==> src/rtl/regfile_wb_arbiter_if.sv <==
// Writeback request bundle for the three sources (0=ALU, 1=LSU, 2=MDU).
// Sources drive valid/addr/data; the arbiter returns a one-hot ready.
interface regfile_wb_arbiter_if #(
  parameter int unsigned DW = 32,
  parameter int unsigned AW = 5
);
  logic [2:0]      wb_valid;
  logic [3*AW-1:0] wb_addr;
  logic [3*DW-1:0] wb_data;
  logic [2:0]      wb_ready;

  modport master (
    output wb_valid,
    output wb_addr,
    output wb_data,
    input  wb_ready
  );

  modport slave (
    input  wb_valid,
    input  wb_addr,
    input  wb_data,
    output wb_ready
  );
endinterface

==> src/rtl/regfile_wb_arbiter.sv <==
// Round-robin arbiter sharing the regfile write port among ALU/LSU/MDU writebacks,
// with a registered write stage and a per-register busy scoreboard for RAW interlock.
module regfile_wb_arbiter #(
  parameter int unsigned DW = 32,
  parameter int unsigned AW = 5
) (
  input  logic                  clk,
  input  logic                  rst,
  regfile_wb_arbiter_if.slave   wb,
  output logic                  rf_wena,
  output logic [AW-1:0]         rf_rdc,
  output logic [DW-1:0]         rf_datain,
  input  logic                  sb_set,
  input  logic [AW-1:0]         sb_addr,
  input  logic                  flush,
  input  logic [AW-1:0]         q_rs,
  input  logic [AW-1:0]         q_rt,
  output logic                  rs_busy,
  output logic                  rt_busy
);

  localparam int unsigned NReg = 1 << AW;

  logic [1:0]      rr_ptr_q, rr_ptr_d;
  logic [2:0]      grant;
  logic [1:0]      gidx;
  logic            xfer;
  logic [AW-1:0]   sel_addr;
  logic [DW-1:0]   sel_data;
  logic [NReg-1:0] busy_q, busy_d;

  // Priority scan starting at rr_ptr_q, wrapping mod 3.
  always_comb begin
    grant = '0;
    case (rr_ptr_q)
      2'd1: begin
        if (wb.wb_valid[1])      grant = 3'b010;
        else if (wb.wb_valid[2]) grant = 3'b100;
        else if (wb.wb_valid[0]) grant = 3'b001;
      end
      2'd2: begin
        if (wb.wb_valid[2])      grant = 3'b100;
        else if (wb.wb_valid[0]) grant = 3'b001;
        else if (wb.wb_valid[1]) grant = 3'b010;
      end
      default: begin
        if (wb.wb_valid[0])      grant = 3'b001;
        else if (wb.wb_valid[1]) grant = 3'b010;
        else if (wb.wb_valid[2]) grant = 3'b100;
      end
    endcase
  end

  always_comb begin
    gidx = 2'd0;
    if (grant[1]) gidx = 2'd1;
    if (grant[2]) gidx = 2'd2;
  end

  assign xfer     = |grant;
  assign rr_ptr_d = (gidx == 2'd2) ? 2'd0 : gidx + 2'd1;

  always_comb begin
    sel_addr = wb.wb_addr[0 +: AW];
    sel_data = wb.wb_data[0 +: DW];
    case (gidx)
      2'd1: begin
        sel_addr = wb.wb_addr[AW +: AW];
        sel_data = wb.wb_data[DW +: DW];
      end
      2'd2: begin
        sel_addr = wb.wb_addr[2*AW +: AW];
        sel_data = wb.wb_data[2*DW +: DW];
      end
      default: ;
    endcase
  end

  // Ready is suppressed while reset is held so no source sees a phantom transfer.
  assign wb.wb_ready = rst ? 3'b000 : grant;

  // Clear on the write edge, then set; set wins on a shared index, flush beats both.
  always_comb begin
    busy_d = busy_q;
    if (flush) begin
      busy_d = '0;
    end else begin
      if (rf_wena) busy_d[rf_rdc] = 1'b0;
      if (sb_set && (sb_addr != '0)) busy_d[sb_addr] = 1'b1;
    end
    busy_d[0] = 1'b0;
  end

  always_ff @(posedge clk or posedge rst) begin
    if (rst) begin
      rr_ptr_q  <= 2'd0;
      rf_wena   <= 1'b0;
      rf_rdc    <= '0;
      rf_datain <= '0;
      busy_q    <= '0;
    end else begin
      busy_q <= busy_d;
      if (xfer) begin
        rr_ptr_q  <= rr_ptr_d;
        rf_rdc    <= sel_addr;
        rf_datain <= sel_data;
        rf_wena   <= (sel_addr != '0);
      end else begin
        rf_wena <= 1'b0;
      end
    end
  end

  assign rs_busy = busy_q[q_rs];
  assign rt_busy = busy_q[q_rt];

endmodule

==> src/flat_wrapper.sv <==
// flat-port wrapper written by rule: the top's interface ports become plain ports
module regfile_wb_arbiter_flat 
#(
  parameter int unsigned DW = 32,
  parameter int unsigned AW = 5
)
  (clk, rst, rf_wena, rf_rdc, rf_datain, sb_set, sb_addr, flush, q_rs, q_rt, rs_busy, rt_busy, wb_wb_valid, wb_wb_addr, wb_wb_data, wb_wb_ready);
  regfile_wb_arbiter_if #(.DW(DW), .AW(AW)) wb_i ();
  input  logic clk;
  input  logic rst;
  output logic rf_wena;
  output logic [AW-1:0] rf_rdc;
  output logic [DW-1:0] rf_datain;
  input  logic sb_set;
  input  logic [AW-1:0] sb_addr;
  input  logic flush;
  input  logic [AW-1:0] q_rs;
  input  logic [AW-1:0] q_rt;
  output logic rs_busy;
  output logic rt_busy;
  input wire logic [$bits(wb_i.wb_valid)-1:0] wb_wb_valid;
  input wire logic [$bits(wb_i.wb_addr)-1:0] wb_wb_addr;
  input wire logic [$bits(wb_i.wb_data)-1:0] wb_wb_data;
  output wire logic [$bits(wb_i.wb_ready)-1:0] wb_wb_ready;
  assign wb_i.wb_valid = wb_wb_valid;
  assign wb_i.wb_addr = wb_wb_addr;
  assign wb_i.wb_data = wb_wb_data;
  assign wb_wb_ready = wb_i.wb_ready;
  regfile_wb_arbiter #(.DW(DW), .AW(AW)) u_core (.clk(clk), .rst(rst), .wb(wb_i), .rf_wena(rf_wena), .rf_rdc(rf_rdc), .rf_datain(rf_datain), .sb_set(sb_set), .sb_addr(sb_addr), .flush(flush), .q_rs(q_rs), .q_rt(q_rt), .rs_busy(rs_busy), .rt_busy(rt_busy));
endmodule
==> config.mk <==
export PLATFORM = sky130hd
export DESIGN_NAME = regfile_wb_arbiter_flat
export DESIGN_NICKNAME = d
export VERILOG_FILES = /design/src/rtl/regfile_wb_arbiter_if.sv /design/src/rtl/regfile_wb_arbiter.sv /design/src/flat_wrapper.sv
export SDC_FILE = /design/constraint.sdc
export NUM_CORES = 1
export LEC_CHECK = 0
export CAP_MARGIN = 40
export CELL_PAD_IN_SITES_DETAIL_PLACEMENT = 0
export CELL_PAD_IN_SITES_GLOBAL_PLACEMENT = 2
export CORE_UTILIZATION = 24
export DETAILED_ROUTE_END_ITERATION = 10
export GPL_TIMING_DRIVEN = 0
export MAX_ROUTING_LAYER = met4
export PLACE_DENSITY = 0.89
export SYNTH_ARGS = -nofsm -noshare
export SYNTH_HDL_FRONTEND = slang
export SYNTH_SLANG_ARGS = --single-unit
==> constraint.sdc <==
create_clock -name clk -period 2.8 [get_ports clk]
set_input_delay 0.56 -clock clk [delete_from_list [all_inputs] [get_ports clk]]
set_output_delay 0.56 -clock clk [all_outputs]
set_load 0.02 [all_outputs]
==> results of run 1 <==
[worst paths after layout]
| kind | slack, ns | startpoint | end | cells past startpoint |
|---|---|---|---|---|
| max | 0.08 | u_core.busy_q[19] | rt_busy | 4 |
| min | 0.50 | u_core.rf_datain[29] | u_core.rf_datain[29] | 2 |
| max reg2reg | 0.25 | u_core.rr_ptr_q[0] | u_core.rf_datain[7] | 10 |
| min reg2reg | 0.50 | u_core.rf_datain[29] | u_core.rf_datain[29] | 2 |
| max in group asynchronous | 1.70 | rst | u_core.busy_q[4] | 3 |
| min in group asynchronous | 0.55 | rst | u_core.rf_datain[9] | 2 |
[flip-flops by register name, indices dropped and copies added, names as in the netlist]
register and count:
u_core.rf_rdc 5, u_core.rf_wena 1, u_core.busy_q 31, u_core.rf_datain 32, u_core.rr_ptr_q 2
[worst register-to-register path, stage by stage (launching register included)]
cell	delay [ns]
dfrtp_1	0.35
inv_1	0.06
ha_1	0.37
nand2b_1	0.20
a21oi_1	0.25
o21a_1	0.14
clkbuf_1	0.32
clkbuf_1	0.43
nand2_1	0.15
o2bb2ai_1	0.15
nand2_1	0.08
[metrics by stage]
step                      hold slack (ns)  util [%]  cell area [sq um]
after floorplan                     0.476         -               4150
after global placement              0.483      36.7               6130
after detailed placement            0.486      36.9               6170
after CTS                           0.501      38.8               6490
after global routing                0.527      38.9               6490
final                               0.497      38.9               6490
[cells by family (layout without fill, tap and decap cells)]
group	after synthesis	after routing
adders and majority gates	2	2
muxes	29	29
DFF	71	71
AOI/OAI and AO/OA	147	147
and+or+nand+nor	182	182
buffers and inverters	36	227
[power by group]
group	internal [mW]	switching [mW]
Combinational	1.38	1.83
Sequential	1.36	0.196
Clock	0.650	0.462
[cell usage in the layout (no fill, tap or decap), drive strengths merged, types with 2 or more instances in the layout]
cell / count
mux4: 18
clkinvlp: 2
mux2: 7
buf: 9
inv: 7
a21oi: 36
clkdlybuf4s50: 165
nand3b: 5
nand2: 143
and3b: 3
and3: 2
clkbuf: 41
nor3b: 4
o21ai: 72
o2bb2ai: 31
ha: 2
mux2i: 4
or3b: 4
nor2: 12
nand2b: 3
dfrtp: 71
nand3: 2
[final cells by class]
type | instances | area [sq um]
Multi-Input combinational cell | 360 | 2240
Tap cell | 220 | 275
Inverter | 6 | 25.0
Clock inverter | 4 | 28.8
Buffer | 30 | 153
Sequential cell | 71 | 1780
Timing Repair Buffer | 175 | 1740
Fill cell | 1712 | 10200
Clock buffer | 12 | 256
[what timing repair did]
| item | in CTS | in global routing |
|---|---|---|
| hold endpoints to repair | 0 | 0 |
| gates resized for setup | 26 | 8 |
| setup buffers | 1 | 0 |
| setup endpoints to repair | 5 | 31 |
| pin swaps | 1 | 0 |
[metal layers]
layer	vias to the layer above	track usage, %	wire length [um]
met4	0	7.70	340
met3	27	5.90	1340
met2	192	28.4	7240
li1	2035	-	-
met5	-	-	0
met1	2018	19.4	5970
==> impl_metrics.yaml, run 1 <==
run_status:
  status: "finished clean"
logic_synthesis:
  synth_top_family_by_area: "compound AO/OA/AOI/OAI gates"
  synth_common_cells: "nand2_1, dfrtp_1, o21ai_0"
  synth.largest_area_cell: "dfrtp_1"
  synthTopCellsByArea: "dfrtp_1, nand2_1, mux4_2"
  synth_compound_area_share_pct: 21.4
  ys_ff_latch: 71
  yosysMostFrequentCell: "nand2_1"
  synth-edff-count: 0
  syn-num-nets: 602
  synth-simple-area-share_pct: 18.9
  avgSynthCellArea_sq_um: 8.88
  synthMuxAreaShare_pct: 12.8
  synthXorXnorAreaFrac_pct: 0
  synth.top_cell.area_share_pct: 42.8
  ys.flop_type: "dfrtp_1"
  synthAdderAreaFrac_pct: 0.603
  synth_warnings: 0
  synthArstFlopShare_pct: 100
  ys_seq_area_share_pct: 42.8
  ys_types: 36
  syn-cell-area_sq_um: 4150
  syn_inst: 467
placed_design:
  numPortBuffers: 171
  gp_congestion: 0.831
  hpwl_um: 11100
  dp_slack_ns: -0.573
  place_inst: 860
critical_path:
  critPathMaxStageDelay_ns: 0.50
  critPathBufInv: 1
  path_max_fanout: 3
  worst_setup_path_end_kind: "output pin"
  critical_path.slowest_cell: "mux4_2"
  path_cells: "mux4_2, mux4_2, mux2_2, buf_2"
  crit_arrival_ns: 2.16
  start_kind: "register"
  path_delay_family: "multiplexers"
  worst_path_most_repeated_cell: "mux4_2"
  required_ns: 2.24
  crit_type: "register to output pin"
clocking:
  cts_buffer_depth: 2
  cts_tree: "built"
  cts_buffers: 9
  clk_pin_slew_ns: 0.06
  worst_skew_pair.late_latency_ns: 0.34
  ctsHoldBuffers: 0
  htree_levels: 3
  clock-sinks: 71
  cts_root_buf: "clkbuf_16"
routing:
  drc: 0
  vias: 4272
  finalWirelength_um: 14900
  drtIter0Drc: 174
  vias_per_cell: 4.87
  ant_nets: 0
  first_pass_iters: 4
  routedWlPerCell_um: 17.0
sta:
  min_period_ns: 2.72
  tns_ns: 0
  rsz0062_at_grt: "no"
  maxSlewViolCount: 0
  hold_viol_final: 0
  finClkSkew_ns: 0.00828
  max_freq_mhz: 368
  slew_headroom_pct: 49.6
  worstMarginPinSlew_ns: 0.753
  min_period_over_period_pct: 97.1
  setup_slack_ns: 0.0799
  finalSetupViolCount: 0
grt:
  grt_pass1_vias: 4444
  grt_max_degree: 64
  grt.total_usage_pct: 17.5
  antenna_found_initial: 0
  overflow: 0
  grt_pass1_wl_um: 23100
floorplan:
  ios: 176
  die_w_um: 133
  die_y_um: 133
  start_util_pct: 24.8
  dieArea_sq_um: 17800
  row_count: 47
  core_area_sq_um: 16700
hold_path:
  worstHoldPathType: "register to register"
power:
  leakage_nw: 2.57
  power.total_mw: 5.87
  worst_ir_drop_vdd_mv: 0.462
  powerDensity_nw_per_um2: 904
layout:
  n_antenna_cell: 0
  finalNonFillerCells: 878
  post_route_cells_drive_above_1_share_pct: 9.88
  fin_nets: 788
  synthToLayoutAreaGrowth_pct: 56.6
run:
  drv_cap: 0
(Power assumes the default switching activity.)
==> run 2: changes to the inputs <==
==> constraint.sdc (replaced) <==
create_clock -name clk -period 2.8 [get_ports clk]
set_input_delay 0.84 -clock clk [delete_from_list [all_inputs] [get_ports clk]]
set_output_delay 0.84 -clock clk [all_outputs]
set_load 0.02 [all_outputs]
==> run 2 against run 1 <==
The flow now finishes with violations (setup timing). Die area unchanged. First-iteration DRC count is 9.8% higher. Power increased by 2.2%. Routed wire length fell by 1.0%.
==> impl_metrics.yaml, run 2 (synthesis results as in run 1) <==
run_status:
  status: "complete, but fails checks"
  violations: "setup timing"
grt:
  grt_max_degree: 39
  overflow: 0
  grt_pass1_wl_um: 23500
  antenna_found_initial: 0
  grt.total_usage_pct: 17.5
  grt_pass1_vias: 4536
floorplan:
  dieArea_sq_um: 17800
  row_count: 47
  die_w_um: 133
  die_y_um: 133
  ios: 176
  core_area_sq_um: 16700
  start_util_pct: 24.8
critical_path:
  start_kind: "primary input"
  path_max_fanout: 8
  critical_path.slowest_cell: "mux4_2"
  reg2reg_slack_ns: 0.30
  worst_setup_path_end_kind: "output pin"
  rr_startpoint: "u_core.rr_ptr_q[0]"
  endpoint: "rt_busy"
  critPathMaxStageDelay_ns: 0.52
  cp.depth: 5
  path_cells: "buf_12, mux4_2, mux4_2, mux2_4, buf_6"
  worst_path_most_repeated_cell: "mux4_2"
  worstRegToRegCells: 11
  critPathBufInv: 2
  r2r-end: "u_core.rf_datain[25]"
  path_delay_family: "multiplexers"
  crit_start: "q_rt[0]"
  crit_type: "primary input to output pin"
  crit_arrival_ns: 2.38
  required_ns: 1.96
layout:
  top_regs: "u_core.rf_datain x32, u_core.busy_q x31, u_core.rf_rdc x5"
  layout_commonest_cell: "clkdlybuf4s50_1"
  postLayoutCoreUtil_pct: 39.6
  post_route_cells_drive_above_1_share_pct: 11.4
  layout_common_cells: "clkdlybuf4s50_1, nand2_1, dfrtp_1"
  top_register: "u_core.rf_datain"
  stdcell_area_sq_um: 6620
  n_antenna_cell: 0
  synthToLayoutAreaGrowth_pct: 59.6
  fin_nets: 790
  largest_reg_flops: 32
run:
  drv_cap: 0
placed_design:
  numPortBuffers: 171
  hpwl_um: 11000
  gp_congestion: 0.823
  dpl_cell_area_sq_um: 6210
routing:
  ant_nets: 0
  drtIter0Drc: 191
  drc: 0
  routedWlPerCell_um: 16.7
  first_pass_iters: 5
  vias_per_cell: 4.92
  finalWirelength_um: 14700
  vias: 4329
power:
  worst_ir_drop_vdd_mv: 0.468
  leakage_nw: 2.61
  powerDensity_nw_per_um2: 907
  power.total_mw: 6.00
hold_path:
  min_path_cells: 2
  worstHoldPathType: "register to register"
clocking:
  cts_buffer_depth: 2
  htree_levels: 3
  worst_skew_pair.late_latency_ns: 0.34
  cts_buffers: 9
  clk_pin_slew_ns: 0.06
  cts_tree: "built"
  clock-sinks: 71
  cts_root_buf: "clkbuf_16"
sta:
  finClkSkew_ns: 0.00847
  hold_viol_final: 0
  maxSlewViolCount: 0
  finalSetupViolCount: 2
  rsz0062_at_grt: "yes"
  max_freq_mhz: 310
  worstMarginPinSlew_ns: 0.766
  min_period_ns: 3.22
  slew_headroom_pct: 48.8
  setup_slack_ns: -0.424
  min_period_over_period_pct: 115
==> run 2: final cells by class <==
class | instances | area, sq um
Tap cell | 220 | 275
Sequential cell | 71 | 1780
Inverter | 6 | 25.0
Buffer | 29 | 169
Clock buffer | 10 | 239
Fill cell | 1682 | 10100
Multi-Input combinational cell | 360 | 2280
Clock inverter | 6 | 68.8
Timing Repair Buffer | 178 | 1780
==> run 2: worst reg2reg max path, delay by kind of cell (launching register included) <==
| kind | cells | cell delay [ns] |
|---|---|---|
| AO/OA/AOI/OAI | 3 | 0.45 |
| adder cells (fa/ha/maj) | 1 | 0.23 |
| buffers and inverters | 4 | 0.99 |
| flip-flops | 1 | 0.39 |
| AND/OR/NAND/NOR | 3 | 0.39 |
==> run 2: per-stage QoR <==
| step | std cells | TNS, ns | hold WS [ns] | setup slack (ns) |
|---|---|---|---|---|
| 2_1_floorplan | 467 | -0.471 | 0.476 | -0.235 |
| 3_3_place_gp | 858 | -109.85 | 0.482 | -1.33 |
| 3_5_place_dp | 861 | -17.35 | 0.490 | -1.19 |
| 4_1_cts | 880 | -0.831 | 0.503 | -0.428 |
| 5_1_grt | 880 | -0.936 | 0.529 | -0.474 |
| 6_report | 880 | -0.818 | 0.501 | -0.424 |
==> run 2: repair_timing <==
action / CTS / global route
endpoints found under the hold margin: 0 / 0
endpoints found under the setup margin: 33 / 26
gates resized for setup: 46 / 8
hold buffers: 0 / 0
pin swaps: 2 / 2
setup buffers: 2 / 1
gates cloned: 1 / 0
==> run 2: layer usage <==
metal	wire length, um	global-route usage, %	vias to the layer above
met5	0	-	-
met4	93	3.85	0
met3	1160	6.05	9
met2	7560	29.8	165
met1	5920	19.9	2117
li1	-	-	2038
==> run 2: worst min path at each step <==
stage | start | to | slack, ns
4_1_cts | u_core.rf_datain[30] | u_core.rf_datain[30] | 0.50
3_5_place_dp | u_core.rf_datain[30] | u_core.rf_datain[30] | 0.49
5_1_grt | u_core.rf_datain[27] | u_core.rf_datain[27] | 0.53
3_3_place_gp | u_core.rf_datain[29] | u_core.rf_datain[29] | 0.48
6_report | u_core.rf_datain[22] | u_core.rf_datain[22] | 0.50
2_1_floorplan | u_core.rr_ptr_q[1] | u_core.rr_ptr_q[1] | 0.48
==> run 2: power breakdown <==
part	internal [mW]	switching (mW)	total, mW
clock	0.719	0.475	1.19
sequential	1.36	0.213	1.57
combinational	1.42	1.82	3.24
total	3.50	2.51	6.00
==> run 3: changes to the inputs <==
- CORE_ASPECT_RATIO: not set -> 1.25
==> run 3 against run 2 <==
The flow still finishes with violations (setup timing). Die area about the same. Final area grew 0.59%. Final cell count is 0.23% higher. Worst hold slack improved by 0.0075 ns. Largest cell class unchanged. Largest power group unchanged.
==> impl_metrics.yaml, run 3 (synthesis results as in run 1) <==
grt:
  grt_pass1_wl_um: 23700
  grt_max_degree: 39
  overflow: 0
  grt_pass1_vias: 4619
  grt.total_usage_pct: 18.0
  antenna_found_initial: 0
clocking:
  ctsHoldBuffers: 0
  worst_skew_pair.late_latency_ns: 0.34
  clk_pin_slew_ns: 0.06
  clock-sinks: 71
  cts_buffer_depth: 2
  cts_buffers: 9
  htree_levels: 3
  cts_tree: "built"
  cts_root_buf: "clkbuf_16"
critical_path:
  crit_type: "primary input to output pin"
  crit_start: "q_rs[0]"
  start_kind: "primary input"
  required_ns: 1.96
  worst_setup_path_end_kind: "output pin"
  rr_startpoint: "u_core.rr_ptr_q[0]"
  crit_arrival_ns: 2.37
  path_max_fanout: 5
run_status:
  status: "complete, but fails checks"
  violations: "setup timing"
sta:
  maxSlewViolCount: 0
  worstMarginPinSlew_ns: 0.888
  tns_ns: -0.818
  hold_slack_ns: 0.508
  max_freq_mhz: 312
  min_period_over_period_pct: 115
  hold_viol_final: 0
  min_period_ns: 3.21
  setup_slack_ns: -0.409
  finalSetupViolCount: 2
  finClkSkew_ns: 0.00768
  rsz0062_at_grt: "yes"
  slew_headroom_pct: 40.4
routing:
  vias: 4315
  vias_per_cell: 4.89
  drc: 0
  finalWirelength_um: 15300
  drtIter0Drc: 158
  first_pass_iters: 5
  routedWlPerCell_um: 17.4
  ant_nets: 0
layout:
  n_antenna_cell: 0
  postLayoutCoreUtil_pct: 39.5
  finalNonFillerCells: 882
  largest_reg_flops: 32
  layout_commonest_cell: "clkdlybuf4s50_1"
  layout_common_cells: "clkdlybuf4s50_1, nand2_1, dfrtp_1"
  top_regs: "u_core.rf_datain x32, u_core.busy_q x31, u_core.rf_rdc x5"
  post_route_cells_drive_above_1_share_pct: 11.8
  synthToLayoutAreaGrowth_pct: 60.5
  fin_nets: 792
  top_register: "u_core.rf_datain"
floorplan:
  die_w_um: 120
  die_y_um: 149
  ios: 176
  core_area_sq_um: 16800
  start_util_pct: 24.6
  row_count: 53
  dieArea_sq_um: 17800
power:
  powerDensity_nw_per_um2: 906
  clockPowerShare_pct: 19.1
  power.total_mw: 6.03
  intPower_mw: 3.53
  worst_ir_drop_vdd_mv: 0.407
  leakage_nw: 2.64
  switching_power_mw: 2.50
  pwr-share-seq_pct: 26.0
  swShare_pct: 41.5
  combPwrFrac_pct: 54.9
run:
  drv_cap: 0
placed_design:
  numPortBuffers: 171
  gp_congestion: 0.849
  hpwl_um: 11500
  place_inst: 860
hold_path:
  worstHoldPathType: "register to register"
  hold_start: "u_core.rf_datain[30]"
## run 3: path summary, 6_finish.rpt
path / end / slack, ns / cells past startpoint
setup / recovery: rs_busy / -0.41 / 5
hold / removal: u_core.rf_datain[30] / 0.51 / 2
setup reg to reg: u_core.rf_datain[29] / 0.33 / 11
hold reg to reg: u_core.rf_datain[30] / 0.51 / 2
max in group asynchronous: u_core.rf_datain[23] / 1.23 / 3
min in group asynchronous: u_core.rf_rdc[4] / 1.00 / 2
## run 3: area by class of cell
class                           instances  area [sq um]
Buffer                                 30           196
Clock buffer                           12           246
Clock inverter                          4          45.0
Fill cell                            1745         10200
Inverter                                6          25.0
Multi-Input combinational cell        360          2290
Sequential cell                        71          1780
Tap cell                              220           275
Timing Repair Buffer                  179          1810
## run 3: metal layers
metal / GRT usage, % / part of all wire [%]
met5: - / 0
met4: 6.50 / 1.7
met3: 4.74 / 7.0
met2: 32.8 / 53
met1: 18.5 / 38
## run 3: worst max-delay path, cell delays in order
cell,delay (ns)
buf_12,0.10
mux4_2,0.51
mux4_2,0.50
mux2_4,0.29
buf_6,0.13
## run 3: power by group through the flow
stage / registers, mW / clock network [mW] / logic [mW]
2_1_floorplan: 1.89 / 0 / 1.51
3_3_place_gp: 1.57 / 0 / 3.16
3_5_place_dp: 1.57 / 0 / 3.21
4_1_cts: 1.57 / 1.19 / 3.28
5_1_grt: 1.61 / 1.23 / 3.62
6_report: 1.57 / 1.15 / 3.31
## run 3: repair_timing
action	4_1_cts	5_1_grt
endpoints found under the setup margin	5	29
gates resized for setup	50	14
pin swaps	2	3
cloned	2	0
buffers inserted	2	2
## run 3: stage by stage
step                setup WS (ns)  instance area [sq um]
floorplan                  -0.235                   4190
global placement            -1.32                   6180
detailed placement          -1.17                   6210
CTS                        -0.412                   6610
global route               -0.441                   6660
finish                     -0.409                   6660
